`config.mk`:
```
export PLATFORM = sky130hd
export DESIGN_NAME = band_playback_mux
export DESIGN_NICKNAME = d
export VERILOG_FILES = /design/src/rtl/band_playback_mux.sv
export SDC_FILE = /design/constraint.sdc
export NUM_CORES = 1
export LEC_CHECK = 0
export CAP_MARGIN = 30
export CORE_UTILIZATION = 35
export CTS_BUF_LIST = sky130_fd_sc_hd__clkbuf_8
export DETAILED_ROUTE_END_ITERATION = 6
export SLEW_MARGIN = 20
export SYNTH_ARGS = -nofsm -noshare
export SYNTH_HDL_FRONTEND = slang
export SYNTH_SLANG_ARGS = --single-unit
```
`constraint.sdc`:
```
create_clock -name clk -period 5.4 [get_ports clk]
set_input_delay 1.35 -clock clk [delete_from_list [all_inputs] [get_ports clk]]
set_output_delay 1.35 -clock clk [all_outputs]
set_load 0.01 [all_outputs]
```
`src/rtl/band_playback_mux.sv`:
```
// Multi-channel sample playback engine: one shared synchronous-read memory port is
// time-multiplexed across NUM_CH channels, one sample per channel per enable strobe.
module band_playback_mux #(
    parameter int NUM_CH     = 4,
    parameter int DATA_W     = 16,
    parameter int CH_DEPTH   = 4036,
    parameter int MEM_ADDR_W = $clog2(NUM_CH * CH_DEPTH)
) (
    input  logic                     clk,
    input  logic                     rst_n,
    input  logic                     enable,
    input  logic [NUM_CH-1:0]        start,
    input  logic [NUM_CH-1:0]        stop,
    input  logic [NUM_CH-1:0]        loop_mode,
    output logic [MEM_ADDR_W-1:0]    mem_addr,
    output logic                     mem_en,
    input  logic [DATA_W-1:0]        mem_rdata,
    output logic [NUM_CH*DATA_W-1:0] data_out,
    output logic                     valid_out,
    output logic [NUM_CH-1:0]        playing,
    output logic [NUM_CH-1:0]        done,
    output logic                     overrun
);

    localparam int CH_W  = (NUM_CH > 1) ? $clog2(NUM_CH) : 1;
    localparam int PTR_W = (CH_DEPTH > 1) ? $clog2(CH_DEPTH) : 1;
    localparam logic [CH_W-1:0]  LAST_CH  = CH_W'(NUM_CH - 1);
    localparam logic [PTR_W-1:0] LAST_PTR = PTR_W'(CH_DEPTH - 1);

    typedef enum logic [1:0] {
        ST_IDLE    = 2'd0,
        ST_FETCH   = 2'd1,
        ST_DRAIN   = 2'd2,
        ST_PUBLISH = 2'd3
    } state_t;

    function automatic logic [MEM_ADDR_W-1:0] slot_addr(input logic [CH_W-1:0] ch,
                                                        input logic [PTR_W-1:0] ptr);
        return MEM_ADDR_W'(32'(ch) * CH_DEPTH) + MEM_ADDR_W'(ptr);
    endfunction

    state_t                          state_r, state_next_s;
    logic [CH_W-1:0]                 ch_idx_r, ch_idx_next_s, nxt_ch_s;
    logic [NUM_CH-1:0][PTR_W-1:0]    ptr_r, ptr_next_s;
    logic [NUM_CH-1:0]               playing_r, playing_next_s;
    logic [NUM_CH-1:0]               loop_r, loop_next_s;
    logic [NUM_CH-1:0]               pend_start_r, pend_start_next_s;
    logic [NUM_CH-1:0]               pend_stop_r, pend_stop_next_s;
    logic [NUM_CH-1:0]               eff_start_s, eff_stop_s;
    logic [NUM_CH*DATA_W-1:0]        shadow_r, shadow_next_s;
    logic [NUM_CH-1:0]               done_pend_r, done_pend_next_s;
    logic [MEM_ADDR_W-1:0]           mem_addr_r, mem_addr_next_s;
    logic                            mem_en_r, mem_en_next_s;
    logic [NUM_CH*DATA_W-1:0]        data_out_r, data_out_next_s;
    logic                            valid_r, valid_next_s;
    logic [NUM_CH-1:0]               done_r, done_next_s;
    logic                            overrun_r, overrun_next_s;
    logic                            cap_valid_s;
    logic [CH_W-1:0]                 cap_ch_s;
    logic [DATA_W-1:0]               cap_data_s;

    assign mem_addr  = mem_addr_r;
    assign mem_en    = mem_en_r;
    assign data_out  = data_out_r;
    assign valid_out = valid_r;
    assign playing   = playing_r;
    assign done      = done_r;
    assign overrun   = overrun_r;

    // Select which channel's read data is on mem_rdata this cycle (one cycle behind its address).
    always_comb begin
        cap_valid_s = 1'b0;
        cap_ch_s    = {CH_W{1'b0}};
        case (state_r)
            ST_FETCH: begin
                cap_valid_s = (ch_idx_r != {CH_W{1'b0}});
                cap_ch_s    = ch_idx_r - CH_W'(1);
            end
            ST_DRAIN: begin
                cap_valid_s = 1'b1;
                cap_ch_s    = LAST_CH;
            end
            default: begin
                cap_valid_s = 1'b0;
                cap_ch_s    = {CH_W{1'b0}};
            end
        endcase
        cap_data_s = playing_r[cap_ch_s] ? mem_rdata : {DATA_W{1'b0}};
        nxt_ch_s   = ch_idx_r + CH_W'(1);
    end

    // Next-state, command merge, capture/pointer advance and registered-output values.
    always_comb begin
        state_next_s      = state_r;
        ch_idx_next_s     = ch_idx_r;
        ptr_next_s        = ptr_r;
        playing_next_s    = playing_r;
        loop_next_s       = loop_r;
        shadow_next_s     = shadow_r;
        done_pend_next_s  = done_pend_r;
        mem_addr_next_s   = mem_addr_r;
        mem_en_next_s     = 1'b0;
        data_out_next_s   = data_out_r;
        valid_next_s      = 1'b0;
        done_next_s       = {NUM_CH{1'b0}};
        overrun_next_s    = overrun_r | (enable & (state_r != ST_IDLE));

        // A stop always beats a start; any new command replaces the pending one.
        eff_stop_s        = stop | (pend_stop_r & ~start);
        eff_start_s       = (start | pend_start_r) & ~stop;
        pend_start_next_s = eff_start_s;
        pend_stop_next_s  = eff_stop_s;

        if (cap_valid_s) begin
            shadow_next_s[int'(cap_ch_s)*DATA_W +: DATA_W] = cap_data_s;
            if (playing_r[cap_ch_s]) begin
                if (ptr_r[cap_ch_s] == LAST_PTR) begin
                    ptr_next_s[cap_ch_s] = {PTR_W{1'b0}};
                    if (!loop_r[cap_ch_s]) begin
                        playing_next_s[cap_ch_s]   = 1'b0;
                        done_pend_next_s[cap_ch_s] = 1'b1;
                    end else begin
                        playing_next_s[cap_ch_s]   = playing_r[cap_ch_s];
                    end
                end else begin
                    ptr_next_s[cap_ch_s] = ptr_r[cap_ch_s] + PTR_W'(1);
                end
            end else begin
                ptr_next_s[cap_ch_s] = ptr_r[cap_ch_s];
            end
        end else begin
            shadow_next_s = shadow_r;
        end

        case (state_r)
            ST_IDLE: begin
                if (enable) begin
                    state_next_s      = ST_FETCH;
                    ch_idx_next_s     = {CH_W{1'b0}};
                    loop_next_s       = loop_mode;
                    done_pend_next_s  = {NUM_CH{1'b0}};
                    pend_start_next_s = {NUM_CH{1'b0}};
                    pend_stop_next_s  = {NUM_CH{1'b0}};
                    for (int k = 0; k < NUM_CH; k++) begin
                        if (eff_stop_s[k]) begin
                            playing_next_s[k] = 1'b0;
                            ptr_next_s[k]     = {PTR_W{1'b0}};
                        end else if (eff_start_s[k]) begin
                            playing_next_s[k] = 1'b1;
                            ptr_next_s[k]     = {PTR_W{1'b0}};
                        end else begin
                            playing_next_s[k] = playing_r[k];
                        end
                    end
                    mem_addr_next_s = slot_addr({CH_W{1'b0}}, ptr_next_s[0]);
                    mem_en_next_s   = 1'b1;
                end else begin
                    state_next_s = ST_IDLE;
                end
            end
            ST_FETCH: begin
                if (ch_idx_r == LAST_CH) begin
                    state_next_s = ST_DRAIN;
                end else begin
                    ch_idx_next_s   = nxt_ch_s;
                    mem_addr_next_s = slot_addr(nxt_ch_s, ptr_r[nxt_ch_s]);
                    mem_en_next_s   = 1'b1;
                end
            end
            ST_DRAIN: begin
                state_next_s    = ST_PUBLISH;
                data_out_next_s = shadow_next_s;
                valid_next_s    = 1'b1;
                done_next_s     = done_pend_next_s;
            end
            ST_PUBLISH: begin
                state_next_s = ST_IDLE;
            end
            default: begin
                state_next_s = ST_IDLE;
            end
        endcase
    end

    // FSM state register.
    always_ff @(posedge clk or negedge rst_n) begin
        if (!rst_n) begin
            state_r <= ST_IDLE;
        end else begin
            state_r <= state_next_s;
        end
    end

    // Datapath, channel status and output registers.
    always_ff @(posedge clk or negedge rst_n) begin
        if (!rst_n) begin
            ch_idx_r     <= {CH_W{1'b0}};
            ptr_r        <= {(NUM_CH*PTR_W){1'b0}};
            playing_r    <= {NUM_CH{1'b0}};
            loop_r       <= {NUM_CH{1'b0}};
            pend_start_r <= {NUM_CH{1'b0}};
            pend_stop_r  <= {NUM_CH{1'b0}};
            shadow_r     <= {(NUM_CH*DATA_W){1'b0}};
            done_pend_r  <= {NUM_CH{1'b0}};
            mem_addr_r   <= {MEM_ADDR_W{1'b0}};
            mem_en_r     <= 1'b0;
            data_out_r   <= {(NUM_CH*DATA_W){1'b0}};
            valid_r      <= 1'b0;
            done_r       <= {NUM_CH{1'b0}};
            overrun_r    <= 1'b0;
        end else begin
            ch_idx_r     <= ch_idx_next_s;
            ptr_r        <= ptr_next_s;
            playing_r    <= playing_next_s;
            loop_r       <= loop_next_s;
            pend_start_r <= pend_start_next_s;
            pend_stop_r  <= pend_stop_next_s;
            shadow_r     <= shadow_next_s;
            done_pend_r  <= done_pend_next_s;
            mem_addr_r   <= mem_addr_next_s;
            mem_en_r     <= mem_en_next_s;
            data_out_r   <= data_out_next_s;
            valid_r      <= valid_next_s;
            done_r       <= done_next_s;
            overrun_r    <= overrun_next_s;
        end
    end

endmodule

```
==> results of run 1 <==
[routing by layer]
metal / vias to the layer above / GRT usage / part of all wire
li1: 3655 / - / -
met2: 303 / 0.302 / 0.44
met1: 3998 / 0.290 / 0.45
met5: - / 0 / 0
met4: 0 / 0.0551 / 0.020
met3: 52 / 0.0598 / 0.087
[flip-flops by register name, summed over array words and instances (netlist names), 14 cells and up]
name / cells
data_out: 64
shadow_r: 64
ptr_r: 48
mem_addr: 14
[worst max-delay path, stage by stage (launching register included)]
cell and delay, ns:
dfrtp_1 0.41, inv_1 0.13, ha_1 0.59, nor2b_1 0.35, o21ai_1 0.12, inv_1 0.44
buf_4 0.30, a32oi_1 0.14, a211oi_1 0.63, nand3_1 0.26, nor3_1 0.30, xor2_1 0.42
o2111ai_1 0.23, a21oi_1 0.19
[placed cells by master (no fill, tap or decap), drive strengths merged, types with 10 or more instances in the layout]
cell             n
dfrtp          221
clkdlybuf4s50  118
nor2            77
nand2           72
mux2            69
a22o            66
clkbuf          54
a21oi           41
o21ai           40
nor3            31
a211oi          26
buf             25
ha              22
inv             21
nor2b           13
xnor2           13
nand2b          13
mux4            12
and3            12
a32oi           11
mux2i           10
and2            10
nand3           10
a31oi           10
[synthesized netlist by cell type (all sizes together) (7+ instances only)]
cell type / number
dfrtp: 221
nor2: 77
nand2: 72
mux2: 69
a22o: 66
clkbuf: 43
a21oi: 41
o21ai: 40
nor3: 31
a211oi: 26
ha: 22
buf: 17
inv: 15
nand2b: 13
nor2b: 13
xnor2: 13
and3: 12
mux4: 12
a32oi: 11
a31oi: 10
and2: 10
mux2i: 10
nand3: 10
a311oi: 8
a31o: 7
[logic make-up after synthesis]
| family | count (synthesis) | synth area share |
|---|---|---|
| fa+ha+maj | 23 | 0.0282 |
| simple gates | 250 | 0.113 |
| buf+inv | 75 | 0.0310 |
| xor+xnor | 19 | 0.0159 |
| compound gates | 248 | 0.174 |
| flops | 221 | 0.528 |
| mux | 91 | 0.110 |
[power groups by stage]
| stage | Combinational, µW | Clock [µW] | Sequential (µW) |
|---|---|---|---|
| 5_1_grt | 3990 | 1920 | 2490 |
| 4_1_cts | 3660 | 1840 | 2440 |
| 6_report | 3670 | 1780 | 2440 |
| 3_5_place_dp | 3640 | 0 | 2450 |
| 3_3_place_gp | 3620 | 0 | 2450 |
| 2_1_floorplan | 2290 | 0 | 2470 |
[per-stage QoR]
step | total power, µW | worst slack (ns) | instances | hold WS [ns] | area, µm²
2_1_floorplan | 4760 | 0.931 | 927 | 0.440 | 10500
3_3_place_gp | 6070 | 1.04 | 1393 | 0.437 | 12100
4_1_cts | 7930 | 0.826 | 1465 | 0.455 | 13000
6_report | 7890 | 0.825 | 1465 | 0.450 | 13000
3_5_place_dp | 6090 | 0.847 | 1394 | 0.446 | 12100
5_1_grt | 8400 | 0.477 | 1465 | 0.471 | 13000
[cell type report]
| cell class | count | area share |
|---|---|---|
| clock buffers | 54 | 0.0570 |
| clock inverters | 17 | 0.0140 |
| inverters | 15 | 0.00451 |
| multi-input cells | 631 | 0.356 |
| flip-flops and latches | 221 | 0.424 |
| well taps | 384 | 0.0368 |
| repair buffers | 143 | 0.108 |
[path summary, 6_finish.rpt]
check                            from           end  slack (ns)  cells past startpoint
setup / recovery           state_r[1]  mem_addr[10]        0.83                     13
hold / removal                overrun       overrun        0.45                      1
setup reg to reg           state_r[1]  mem_addr[10]        0.83                     13
hold reg to reg               overrun       overrun        0.45                      1
max in group asynchronous       rst_n  data_out[35]        3.58                      2
min in group asynchronous       rst_n    state_r[1]        0.77                      1
==> run summary, run 1 <==
Initial drt markers: 676
CTS Hold Bufs: 0
Core Region: 29100 µm²
Num CTS Buffers: 42
Via count: 8008
Outcome: completed
I/O Pins: 120
Clock Sinks: 221
Postcts setup bufs: 0
Pwr dens: 605 nW/µm²
Max Cap Viol: 0
Largest net degree at the start of global routing: 97
VDD IR-drop max: 263 µV
Post-synth EDFFs: 0
CTS tree: yes
Row cnt: 62
Int Pwr: 4720 µW
CTS Buffer Depth: 3
Setup Viol. Count Final: 0
Register area share after synthesis: 0.528
Sw Ratio: 0.402
NetSw: 3170 µW
Setup crit end kind: flop
Sequential power share: 0.309
WL final: 30600 µm
# fillers: 2717
Area contributors post-synth: dfrtp_1 53%, mux2_2 7.4%, a22o_1 5.5%
Fin nets: 1108
Post-synth ARST share: 1.00
Cell taking the most area after synthesis: dfrtp_1
Final Slew Violations: 0
Die span in x: 175 µm
Drc violations: 0
Distinct cells, synth: 60
Synth-to-layout area growth: 24.6%
RSZ-0062 raised after global routing: false
WS Path Type: flop to flop
Post-DR wirelength/cell: 20.9 µm
Root Buffer: clkbuf_8
Initial Utilization: 0.360
Critical Path RT: 5.87 ns
Hold Path Class: flop to flop
Slew Limit Headroom: 0.352
Skew final: 0.0140 ns
Synth Warn #: 0
Register area: 5530 µm²
Worst skew pair latency: 0.55 ns
Crit path launch type: flop
I/O Buffers: 119
Final worst-path cycle share: 0.847
DRT antenna net count: 0
Static Leak: 0.00573 µW
FMAX: 219 MHz
Reg clk slew, reported paths: 0.06 ns
Vias in the first global route: 8151
Post-synthesis average cell area: 11.3 µm²
Post-DP HPWL: 20300 µm
Initial antenna violation count: 0
Synth Register Bits: 221
Mapped cell area: 10500 µm²
Final design utilization: 0.448
Setup TNS: 0 ns
Total track usage: 0.204
Ys flop type: dfrtp_1
Synthesized Nets: 981
CP Max Fanout: 17
GRT Residual Overflow: 0
Clock power share: 0.226
Ant diodes: 0
Area of the multi-input gates: 4640 µm²
Share of the synthesized area in the top cell type: 0.528
WP data arrival: 5.04 ns
Syn Inst Count: 927
Final hold vios: 0
Vias/cell: 5.47
Die height: 175 µm
Worst slew pin tran: 0.971 ns
Gpl congestion: 0.935
Initial DRT Pass Iterations: 5
DIE AREA: 30600 µm²
Ratio of cells with drive above 1 in the final layout: 0.182
CTS resizes: 0
H-tree levels: 2
First-pass GRT wire length: 48700 µm
Tmin final: 4.57 ns
Logic pwr share: 0.465
Note: power is estimated with default switching activity, not from simulation.
==> inputs of run 2 (changes only) <==
==> constraint.sdc (replaced) <==
create_clock -name clk -period 4.5 [get_ports clk]
set_input_delay 1.125 -clock clk [delete_from_list [all_inputs] [get_ports clk]]
set_output_delay 1.125 -clock clk [all_outputs]
set_load 0.01 [all_outputs]
==> run 2 against run 1 <==
  * Sequential power grew 20%
  * Count of clock-buffer cells in the layout shrank 4
  * Worst hold slack better by 0.0089 ns
  * First-iteration DRC count decreased by 26%
  * Clock skew up 0.014 ns
  * Fmax up 11%
  * Largest cell class unchanged
  * Highest routed layer unchanged
==> run summary, run 2 (synthesized netlist as in run 1, its figures left out) <==
Ant diodes: 0
NetSw: 3800 µW
Fin nets: 1116
Clock Sinks: 221
Logic pwr share: 0.478
CP Max Fanout: 22
# fillers: 2740
Die height: 175 µm
Dpl ws: 0.545 ns
Int Pwr: 5450 µW
FMAX: 244 MHz
Setup Viol. Count Final: 0
Hold depth: 1
GRT Residual Overflow: 0
Critical Path RT: 4.91 ns
Vias in the first global route: 8111
DRT antenna net count: 0
Postcts setup bufs: 0
CP peak stage delay: 0.49 ns
RSZ-0062 raised after global routing: false
CTS resizes: 0
Worst skew pair latency: 0.55 ns
Slowest CP cell: or2_1
Worst slew pin tran: 0.949 ns
Static Leak: 0.00577 µW
Worst Setup SP: state_r[1]
Max Cap Viol: 0
Commonest non-fill, non-tap cells in the layout: 221 x dfrtp_1, 118 x clkdlybuf4s50_1, 77 x nor2_1, 71 x nand2_1, 69 x mux2_2
Final design utilization: 0.446
WP data arrival: 4.52 ns
Setup crit end kind: flop
Clock power share: 0.205
VDD IR-drop max: 351 µV
Worst setup margin: 0.395 ns
Initial Utilization: 0.360
Reg2Reg Setup Slack: 0.40 ns
Skew final: 0.0276 ns
Initial drt markers: 499
CP endpoint: mem_addr[11]
Outcome: completed
Sequential power share: 0.317
R2R depth: 13
RR Startpoint: state_r[1]
Initial DRT Pass Iterations: 5
I/O Buffers: 119
Num CTS Buffers: 41
Crit-path cells: inv_1 > ha_1 > nor2b_1 > o21ai_1 > inv_1 > buf_4 > a32oi_1 > a22oi_1 > nand4_1 > or2_1 > and3_4 > a31oi_1 > o22ai_1
Largest net degree at the start of global routing: 100
Crit path launch type: flop
Most numerous cell on the critical path: inv_1
I/O Pins: 120
Synth-to-layout area growth: 24.1%
WS Path Type: flop to flop
Via count: 8019
Post-DR wirelength/cell: 20.5 µm
Vias/cell: 5.43
Final hold vios: 0
Total track usage: 0.199
Gpl congestion: 0.925
Row cnt: 62
Min-delay src: overrun
Reg clk slew, reported paths: 0.06 ns
CTS tree: yes
CTS Hold Bufs: 0
Final Slew Violations: 0
Sw Ratio: 0.411
CTS Buffer Depth: 3
Worst r2r dst: mem_addr[11]
Tmin final: 4.10 ns
Post-DP HPWL: 20400 µm
Final worst-path cycle share: 0.912
Slew Limit Headroom: 0.367
Die span in x: 175 µm
DIE AREA: 30600 µm²
Initial antenna violation count: 0
First-pass GRT wire length: 47700 µm
WL final: 30300 µm
Pwr dens: 713 nW/µm²
Core Region: 29100 µm²
Most common cell after layout, fill and taps aside: dfrtp_1
Hold Path Class: flop to flop
Root Buffer: clkbuf_8
Drc violations: 0
Ratio of cells with drive above 1 in the final layout: 0.183
Setup TNS: 0 ns
H-tree levels: 2
## run 2: changes by cell type in the layout (fill, tap and decap cells not counted), sizes merged
cell      previous run  this run
clkinvlp             3         0
clkinv               5         7
clkbuf              54        50
buf                 25        34
bufinv               3         0
inv                 21        33
## run 2: worst min-delay path by stage
stage	to	slack, ns
4_1_cts	overrun	0.46
6_report	overrun	0.46
3_5_place_dp	overrun	0.45
5_1_grt	overrun	0.48
2_1_floorplan	loop_r[2]	0.44
3_3_place_gp	overrun	0.44
## run 2: power by group through the flow
| stage | sequential, µW | combinational, µW | clock (µW) |
|---|---|---|---|
| global placement | 2940 | 4380 | 0 |
| detailed placement | 2950 | 4370 | 0 |
| finish | 2930 | 4430 | 1900 |
| global route | 3000 | 4780 | 2040 |
| CTS | 2930 | 4400 | 1950 |
| floorplan | 2960 | 2750 | 0 |
## run 2: area by class of cell
class / count / area [µm²] / share of cell area
Sequential cell: 221 / 5530 / 0.426
Multi-Input combinational cell: 631 / 4640 / 0.357
Timing Repair Buffer: 152 / 1460 / 0.113
Clock buffer: 50 / 688 / 0.0530
Tap cell: 384 / 480 / 0.0370
Clock inverter: 25 / 126 / 0.00973
Inverter: 15 / 58.8 / 0.00453
## run 2: stage by stage
step           power, µW  std cells  hold WS [ns]  instance area (µm²)
3_3_place_gp        7330       1402         0.438                12200
2_1_floorplan       5710        927         0.440                10500
6_report            9260       1478         0.459                13000
3_5_place_dp        7320       1402         0.455                12200
5_1_grt             9820       1478         0.484                13000
4_1_cts             9280       1477         0.464                13000
## run 2: routing by layer
layer	GRT usage	share of wire	wire length, µm
met1	0.279	0.46	14100
met2	0.303	0.44	13400
met3	0.0555	0.077	2330
met4	0.0471	0.016	486
met5	0	0	0
## run 2: critical path, delay by kind of cell (launching register included)
| family | cells | cell delay [ns] |
|---|---|---|
| compound gates | 5 | 1.14 |
| fa+ha+maj | 1 | 0.34 |
| buf+inv | 3 | 0.58 |
| flops | 1 | 0.40 |
| simple gates | 4 | 1.48 |
